File: src/rtl/lives_heart_renderer.sv
// Lives HUD: draws a row of heart sprites over the background stream, owns the lives
// counter and blinks the most recently lost heart.
module lives_heart_renderer #(
  parameter int MAX_LIVES     = 3,
  parameter int HEART_X0      = 8,
  parameter int HEART_Y0      = 8,
  parameter int HEART_SPACING = 20,
  parameter int BLINK_FRAMES  = 8,
  parameter int BLINK_TOGGLES = 6
) (
  input  logic       clk,
  input  logic       rst,
  input  logic [9:0] h_count,
  input  logic [9:0] v_count,
  input  logic       frame_start,
  input  logic       life_lost,
  input  logic       game_restart,
  input  logic [5:0] bg_pixel,
  output logic [3:0] sprite_x,
  output logic [3:0] sprite_y,
  input  logic [5:0] sprite_pixel,
  output logic [5:0] pixel_out,
  output logic [2:0] lives,
  output logic       game_over
);

  localparam int FW = $clog2(BLINK_FRAMES + 1);
  localparam int TW = $clog2(BLINK_TOGGLES + 1);

  typedef enum logic {IDLE, BLINK} state_t;

  state_t        state_q, state_d;
  logic [2:0]    lives_q, lives_d;
  logic          game_over_q, game_over_d;
  logic          blink_on_q, blink_on_d;
  logic [FW-1:0] frame_cnt_q, frame_cnt_d;
  logic [TW-1:0] toggle_cnt_q, toggle_cnt_d;

  logic [2:0]    lives_disp_q;
  logic          blink_disp_q;

  logic [3:0]    sprite_x_q, sprite_y_q;
  logic          draw1_q, draw2_q;
  logic [5:0]    bg1_q, bg2_q;
  logic [5:0]    pixel_out_q;

  logic          in_region;
  logic [2:0]    slot_idx;
  logic [3:0]    slot_off;
  logic [3:0]    row_off;
  logic          v_in;
  logic          draw_c;

  function automatic logic [10:0] slot_base(input int i);
    return 11'(HEART_X0 + i * HEART_SPACING);
  endfunction

  assign v_in    = (v_count >= 10'(HEART_Y0)) && (v_count < 10'(HEART_Y0 + 16));
  assign row_off = 4'(v_count - 10'(HEART_Y0));

  // Slots never overlap (pitch >= 16), so at most one slot matches.
  always_comb begin
    in_region = 1'b0;
    slot_idx  = 3'd0;
    slot_off  = 4'd0;
    for (int i = 0; i < MAX_LIVES; i++) begin
      if (v_in && ({1'b0, h_count} >= slot_base(i)) &&
          ({1'b0, h_count} < slot_base(i) + 11'd16)) begin
        in_region = 1'b1;
        slot_idx  = 3'(i);
        slot_off  = 4'({1'b0, h_count} - slot_base(i));
      end
    end
  end

  assign draw_c = in_region &&
                  ((slot_idx < lives_disp_q) || ((slot_idx == lives_disp_q) && blink_disp_q));

  always_comb begin
    state_d      = state_q;
    lives_d      = lives_q;
    blink_on_d   = blink_on_q;
    frame_cnt_d  = frame_cnt_q;
    toggle_cnt_d = toggle_cnt_q;
    if (game_restart) begin
      state_d      = IDLE;
      lives_d      = 3'(MAX_LIVES);
      blink_on_d   = 1'b0;
      frame_cnt_d  = '0;
      toggle_cnt_d = '0;
    end else begin
      case (state_q)
        IDLE: begin
          if (life_lost && (lives_q != 3'd0)) begin
            lives_d      = lives_q - 3'd1;
            state_d      = BLINK;
            blink_on_d   = 1'b1;
            frame_cnt_d  = '0;
            toggle_cnt_d = '0;
          end
        end
        BLINK: begin
          if (frame_start) begin
            if (frame_cnt_q == FW'(BLINK_FRAMES - 1)) begin
              frame_cnt_d = '0;
              if (toggle_cnt_q == TW'(BLINK_TOGGLES - 1)) begin
                state_d      = IDLE;
                blink_on_d   = 1'b0;
                toggle_cnt_d = '0;
              end else begin
                blink_on_d   = ~blink_on_q;
                toggle_cnt_d = toggle_cnt_q + TW'(1);
              end
            end else begin
              frame_cnt_d = frame_cnt_q + FW'(1);
            end
          end
        end
        default: state_d = IDLE;
      endcase
    end
    game_over_d = (lives_d == 3'd0);
  end

  always_ff @(posedge clk) begin
    if (rst) begin
      state_q      <= IDLE;
      lives_q      <= 3'(MAX_LIVES);
      game_over_q  <= 1'b0;
      blink_on_q   <= 1'b0;
      frame_cnt_q  <= '0;
      toggle_cnt_q <= '0;
    end else begin
      state_q      <= state_d;
      lives_q      <= lives_d;
      game_over_q  <= game_over_d;
      blink_on_q   <= blink_on_d;
      frame_cnt_q  <= frame_cnt_d;
      toggle_cnt_q <= toggle_cnt_d;
    end
  end

  // Display state only moves at frame boundaries so a heart never tears mid-frame.
  always_ff @(posedge clk) begin
    if (rst) begin
      lives_disp_q <= 3'(MAX_LIVES);
      blink_disp_q <= 1'b0;
    end else if (frame_start) begin
      lives_disp_q <= lives_q;
      blink_disp_q <= blink_on_q;
    end
  end

  always_ff @(posedge clk) begin
    if (rst) begin
      sprite_x_q  <= 4'd0;
      sprite_y_q  <= 4'd0;
      draw1_q     <= 1'b0;
      draw2_q     <= 1'b0;
      bg1_q       <= 6'd0;
      bg2_q       <= 6'd0;
      pixel_out_q <= 6'd0;
    end else begin
      if (in_region) begin
        sprite_x_q <= slot_off;
        sprite_y_q <= row_off;
      end
      draw1_q     <= draw_c;
      bg1_q       <= bg_pixel;
      draw2_q     <= draw1_q;
      bg2_q       <= bg1_q;
      pixel_out_q <= (draw2_q && (sprite_pixel != 6'd0)) ? sprite_pixel : bg2_q;
    end
  end

  assign sprite_x  = sprite_x_q;
  assign sprite_y  = sprite_y_q;
  assign pixel_out = pixel_out_q;
  assign lives     = lives_q;
  assign game_over = game_over_q;

endmodule

File: config.mk
export PLATFORM = sky130hd
export DESIGN_NAME = lives_heart_renderer
export DESIGN_NICKNAME = d
export VERILOG_FILES = /design/src/rtl/lives_heart_renderer.sv
export SDC_FILE = /design/constraint.sdc
export NUM_CORES = 1
export LEC_CHECK = 0
export ABC_AREA = 1
export BUFFER_PORTS_ARGS = -buffer_cell sky130_fd_sc_hd__buf_2
export CAP_MARGIN = 40
export CORE_MARGIN = 1
export CORE_UTILIZATION = 52
export CTS_CLUSTER_DIAMETER = 40
export DETAILED_ROUTE_END_ITERATION = 7
export PLACE_DENSITY_LB_ADDON = 0.1
export SLEW_MARGIN = 40
export SYNTH_ARGS = -nofsm -noshare
export SYNTH_HDL_FRONTEND = slang
export SYNTH_SLANG_ARGS = --single-unit
File: constraint.sdc
create_clock -name clk -period 1.7 [get_ports clk]
set_input_delay 0.085 -clock clk [delete_from_list [all_inputs] [get_ports clk]]
set_output_delay 0.085 -clock clk [all_outputs]
set_load 0.03 [all_outputs]
== After elaboration in Yosys (flattened, before gate mapping) ==
Cells that the tools add are included.

* Word-level logic and storage cells: 88
* Register bits after elaboration: 45
* Bits of input ports: 37
* Output and inout port bits: 18

* Add/subtract/negate cells: 7
* $lt $le $gt $ge: 9
* Reduce and logical (&&, ||, !) cells: 18
* Eq/ne operators: 6
* Bitwise logic cells: 2
* Muxes and demuxes: 31

{| class="wikitable"
|+ Operator list
! kind !! number
|-
| 3-bit 2-to-1 mux || 8
|-
| 4-bit 2-to-1 mux || 6
|-
| 10-bit by 4-bit greater-or-equal comparator with 1-bit output, second input constant || 2
|-
| 10-bit by 5-bit less-than comparator with 1-bit output, second input constant || 2
|-
| 1-bit 2-to-1 mux || 12
|-
| 4-bit subtractor, second input constant || 3
|-
| 1-bit logical AND || 11
|-
| 10-bit by 5-bit greater-or-equal comparator with 1-bit output, second input constant || 1
|-
| 10-bit by 6-bit greater-or-equal comparator with 1-bit output, second input constant || 1
|-
| 10-bit by 6-bit less-than comparator with 1-bit output, second input constant || 1
|-
| 10-bit by 7-bit less-than comparator with 1-bit output, second input constant || 1
|-
| 4-bit one-hot mux with 2 select lines || 1
|-
| 6-bit 2-to-1 mux || 1
|-
| 3-bit one-hot mux with 2 select lines || 1
|-
| 6-bit nonzero test || 1
|-
| 4-bit by 1-bit adder with 4-bit output, second input constant || 1
|-
| 4-bit by 3-bit == test with 1-bit output, second input constant || 1
|-
| 2-bit inequality test, second input constant || 2
|-
| 1-bit one-hot mux with 2 select lines || 2
|-
| 4-bit by 1-bit subtractor with 4-bit output, second input constant || 1
|-
| 3-bit by 1-bit adder with 3-bit output, second input constant || 1
|-
| 3-bit == test || 1
|-
| 3-bit == test, second input constant || 1
|-
| 3-bit zero test || 1
|-
| other kinds (9) || 10
|}

== Longest topological paths before layout ==
* Depth after elaboration: 10
* Gate-level depth with buffers: 14
* Mapped depth without buffers: 14

== Least setup slack after synthesis ==
No wires, ideal clock.

* Kind: reg-to-reg
* Start: register lives_q[0] (netlist: lives[0])
* End: register toggle_cnt_q[2]
* Clock period less this slack: 1630 ps
* Data required time: 1577 ps
* Stages on the path, launching flop included: 11
* Slack: 70 ps
* Buffers on the path: 0
* Data arrival time: 1507 ps
* Cell sequence: dfxtp_1 > inv_1 > ha_1 > nand2_1 > nand2_1 > nor2_2 > inv_1 > nand2_1 > o21ai_1 > nand2_1 > o22ai_1

* Longest elaborated chain between the ends: 4

{| class="wikitable"
|+ RTL lines
! item !! line !! source
|-
| start: declaration || 33 || <nowiki>logic [2:0] lives_q, lives_d;</nowiki>
|-
| start signal: assignment || 128 || <nowiki>lives_q <= 3'(MAX_LIVES);</nowiki>
|-
| start signal: assignment || 135 || <nowiki>lives_q <= lives_d;</nowiki>
|-
| 3-bit nonzero test || 94 || <nowiki>if (life_lost && (lives_q != 3'd0)) begin</nowiki>
|-
| 1-bit logical AND || 94 ||
|-
| 2-bit inequality test (no line) || n/a ||
|-
| 3-bit AND reduction (no line) || n/a ||
|-
| end signal: assignment || 139 || <nowiki>toggle_cnt_q <= toggle_cnt_d;</nowiki>
|-
| end: declaration || 37 || <nowiki>logic [TW-1:0] toggle_cnt_q, toggle_cnt_d;</nowiki>
|}

Every way passes these cells.
A chain may end at the register's enable or synchronous reset.

== Final worst setup path ==
* Start: register lives_q[1] (netlist: lives[1])
* End: register toggle_cnt_q[2]

Same word-level chain as after synthesis.

==> qor.yml <==
sta:
  maxSlewViolCount: 0
  hold_violations: 0
  fmax_mhz: 675
  worst_slew_pin_slew_ns: 0.531
  rsz0062_at_grt: "no"
  slew_headroom_pct: 64.5
  clock_skew_ns: 0.00161
  setup_viol_count_final: 0
  min_period_over_period_pct: 87.1
  period_needed_ns: 1.48
  tns_ns: 0
detailed_routing:
  wl_per_cell_um: 9.57
  via_per_inst: 4.62
  routed-via-count: 1922
  drt_first_pass_iters: 4
  postRouteAntennaNets: 0
  wirelength_um: 3980
  dr.first_iter.drc_count: 124
  drc: 0
cells_and_area:
  syn2layout_area_growth_pct: 25.3
  drive_gt1_share_pct: 20.9
  nets: 411
  design_area_mm2: 0.00258
  fill_cells: 336
  antenna_cells: 0
synthesis:
  syn_area_per_cell_um2: 6.91
  ys_ff_latch: 45
  yosysTopAreaCellShare_pct: 43.7
  synth-seq-area-share_pct: 43.7
  synth_top_cell_by_area: "dfxtp_1"
  synth.net_count: 342
  synth_cell_types: 25
  synth_cells: 298
  synth_area_mm2: 0.00206
  synth_flop_cell: "dfxtp_1"
  yosysMostFrequentCell: "inv_1"
  yosys-top-cells-area: "dfxtp_1, inv_1, nand2_1"
  yosysWarnings: 0
  synth_common_cells: "inv_1, nand2_1, nor2_1"
  ys_async_sr_fraction_pct: 0
  synth_edf_count: 0
worst_hold_path:
  hold_start: "sprite_pixel[4]"
  min_path_cells: 3
  min_path_type: "input port to register"
  min_to: "pixel_out[4]"
floorplan:
  core_area_mm2: 0.00372
  die-area_mm2: 0.00422
  initial_core_util_pct: 55.4
  die_w_um: 64.9
  io_pins: 55
  die_height_um: 64.9
  row_count: 22
critical_path:
  crit_path_end_kind: "register"
  reg2reg_to: "toggle_cnt_q[2]"
  worstReg2RegStart: "lives[1]"
  worstPathMaxFanout: 4
  cp_common_cell: "nand2_1"
  crit_chain: "inv_1, ha_1, nand2_1, nand2_1, nor2_2, inv_1, nand2_1, o21ai_1, nand2_1, o22ai_1"
  critPathMaxStageDelay_ns: 0.39
  rrSetupSlack_ns: 0.22
  arrival_ns: 1.67
  slowest_stage: "dfxtp_1"
  crit_required_ns: 1.89
  ff2ff_path_depth: 10
  crit_type: "register to register"
  worstSetupStartpointType: "register"
global_routing:
  grt_pass1_wl_um: 6950
  track_usage_pct: 21.2
  grt_pass1_vias: 1768
  grt_max_degree: 17
  grt_overflow: 0
  antenna_found_initial: 0
power:
  total_power_mw: 1.99
  irDropWorstVdd_mv: 0.682
  p_per_area_mw_per_mm2: 770
  leakage_nw: 1.45
cts:
  cts_setup_buffers: 0
  clock-sinks: 45
  tritoncts: "done"
  clock-root-buffer: "clkbuf_8"
  cts_made_buffers: 5
  ctsLongestPathBuffers: 2
  clk_pin_slew_ns: 0.09
  clk_latency_ns: 0.30
  cts-htree-levels: 2
placed_design:
  place_congestion: 0.834
  numPortBuffers: 54
  placed_cell_area_mm2: 0.00242
  dp_hpwl_um: 2950
outcome:
  status: "finished, final reports clean"
job:
  drv_cap: 0
## power by group
part           switching [mW]  leakage [nW]  internal (mW)
registers              0.0108         0.367           1.08
clock network           0.379        0.0447          0.296
logic                   0.124          1.03         0.0946
## cells by family after synthesis
family / after synthesis / share of synthesized area, %
XOR/XNOR: 2 / 0.851
AND/OR/NAND/NOR: 137 / 28.5
buffers and inverters: 72 / 13.5
flip-flops: 45 / 43.7
AO/OA/AOI/OAI: 35 / 9.11
adder cells (fa/ha/maj): 7 / 4.25
## repair_timing
action	4_1_cts	5_1_grt
hold buffers	6	0
endpoints found under the hold margin	6	0
setup endpoints to repair	0	2
resized for setup	0	1
## critical path: cells and delay by family, from the launching register on
family,cells,cell delay (ns)
AO/OA/AOI/OAI,2,0.15
adder cells (fa/ha/maj),1,0.17
buffers and inverters,2,0.18
flip-flops,1,0.39
AND/OR/NAND/NOR,5,0.48
## sequential cells by signal (all words and copies together) (netlist names), 3 cells and up
name,flops
bg2_q,6
sprite_x,4
toggle_cnt_q,3
bg1_q,6
sprite_y,4
pixel_out,6
frame_cnt_q,4
lives,3
lives_disp_q,3
## layer usage
| metal | part of all wire (%) | vias to the layer above | global-route usage [%] |
|---|---|---|---|
| li1 | - | 1052 | - |
| met5 | 0 | - | 0 |
| met1 | 46 | 819 | 24.1 |
| met3 | 5.4 | 5 | 6.34 |
| met4 | 1.4 | 0 | 7.50 |
| met2 | 47 | 46 | 37.2 |
## cell usage in the layout (no fill, tap or decap)
cell / Yosys / routed
inv_1: 66 / 66
nand2_1: 58 / 58
buf_2: 1 / 54
nor2_1: 51 / 51
dfxtp_1: 45 / 45
a21oi_1: 15 / 15
o21ai_0: 13 / 13
nand4_1: 12 / 12
buf_4: 0 / 8
nand3_1: 7 / 7
ha_1: 7 / 7
dlygate4sd3_1: 0 / 6
clkbuf_8: 0 / 5
nand3_2: 2 / 2
nand2_2: 2 / 2
o22ai_1: 2 / 2
xor2_1: 2 / 2
a31oi_1: 2 / 2
nor2_4: 1 / 1
and3_1: 1 / 1
nor4_1: 1 / 1
nor2_2: 1 / 1
nor3_1: 1 / 1
o21ai_1: 1 / 1
o41ai_1: 2 / 1
o41ai_2: 0 / 1
clkinvlp_4: 0 / 1
inv_6: 0 / 1
clkinv_4: 0 / 1
## worst max path at each step
stage | from | end | cells past startpoint
6_report | lives[1] | toggle_cnt_q[2] | 10
4_1_cts | frame_cnt_q[0] | state_q | 6
5_1_grt | lives[1] | game_over | 11
3_3_place_gp | h_count[2] | draw1_q | 15
3_5_place_dp | h_count[2] | draw1_q | 15
2_1_floorplan | lives[0] | toggle_cnt_q[2] | 10
## cell type report
class                           count  area [µm²]  area share, %
Multi-Input combinational cell    181         887           34.4
Timing Repair Buffer               68         390           15.1
Inverter                           66         248           9.60
Sequential cell                    45         901           34.9
Clock inverter                      3        25.0          0.970
Tap cell                           48        60.1           2.33
Clock buffer                        5        68.8           2.67
## stage by stage
step	hold slack, ns	worst slack [ns]	cells	utilization [%]
global route	0.0535	0.0380	416	69.4
CTS	0.0304	0.143	416	69.2
global placement	0.284	0.0623	402	65.1
finish	0.0357	0.219	416	69.4
floorplan	0.192	0.0700	298	-
detailed placement	0.290	0.0271	402	65.1
No activity file was read; power rests on OpenSTA's default activity.
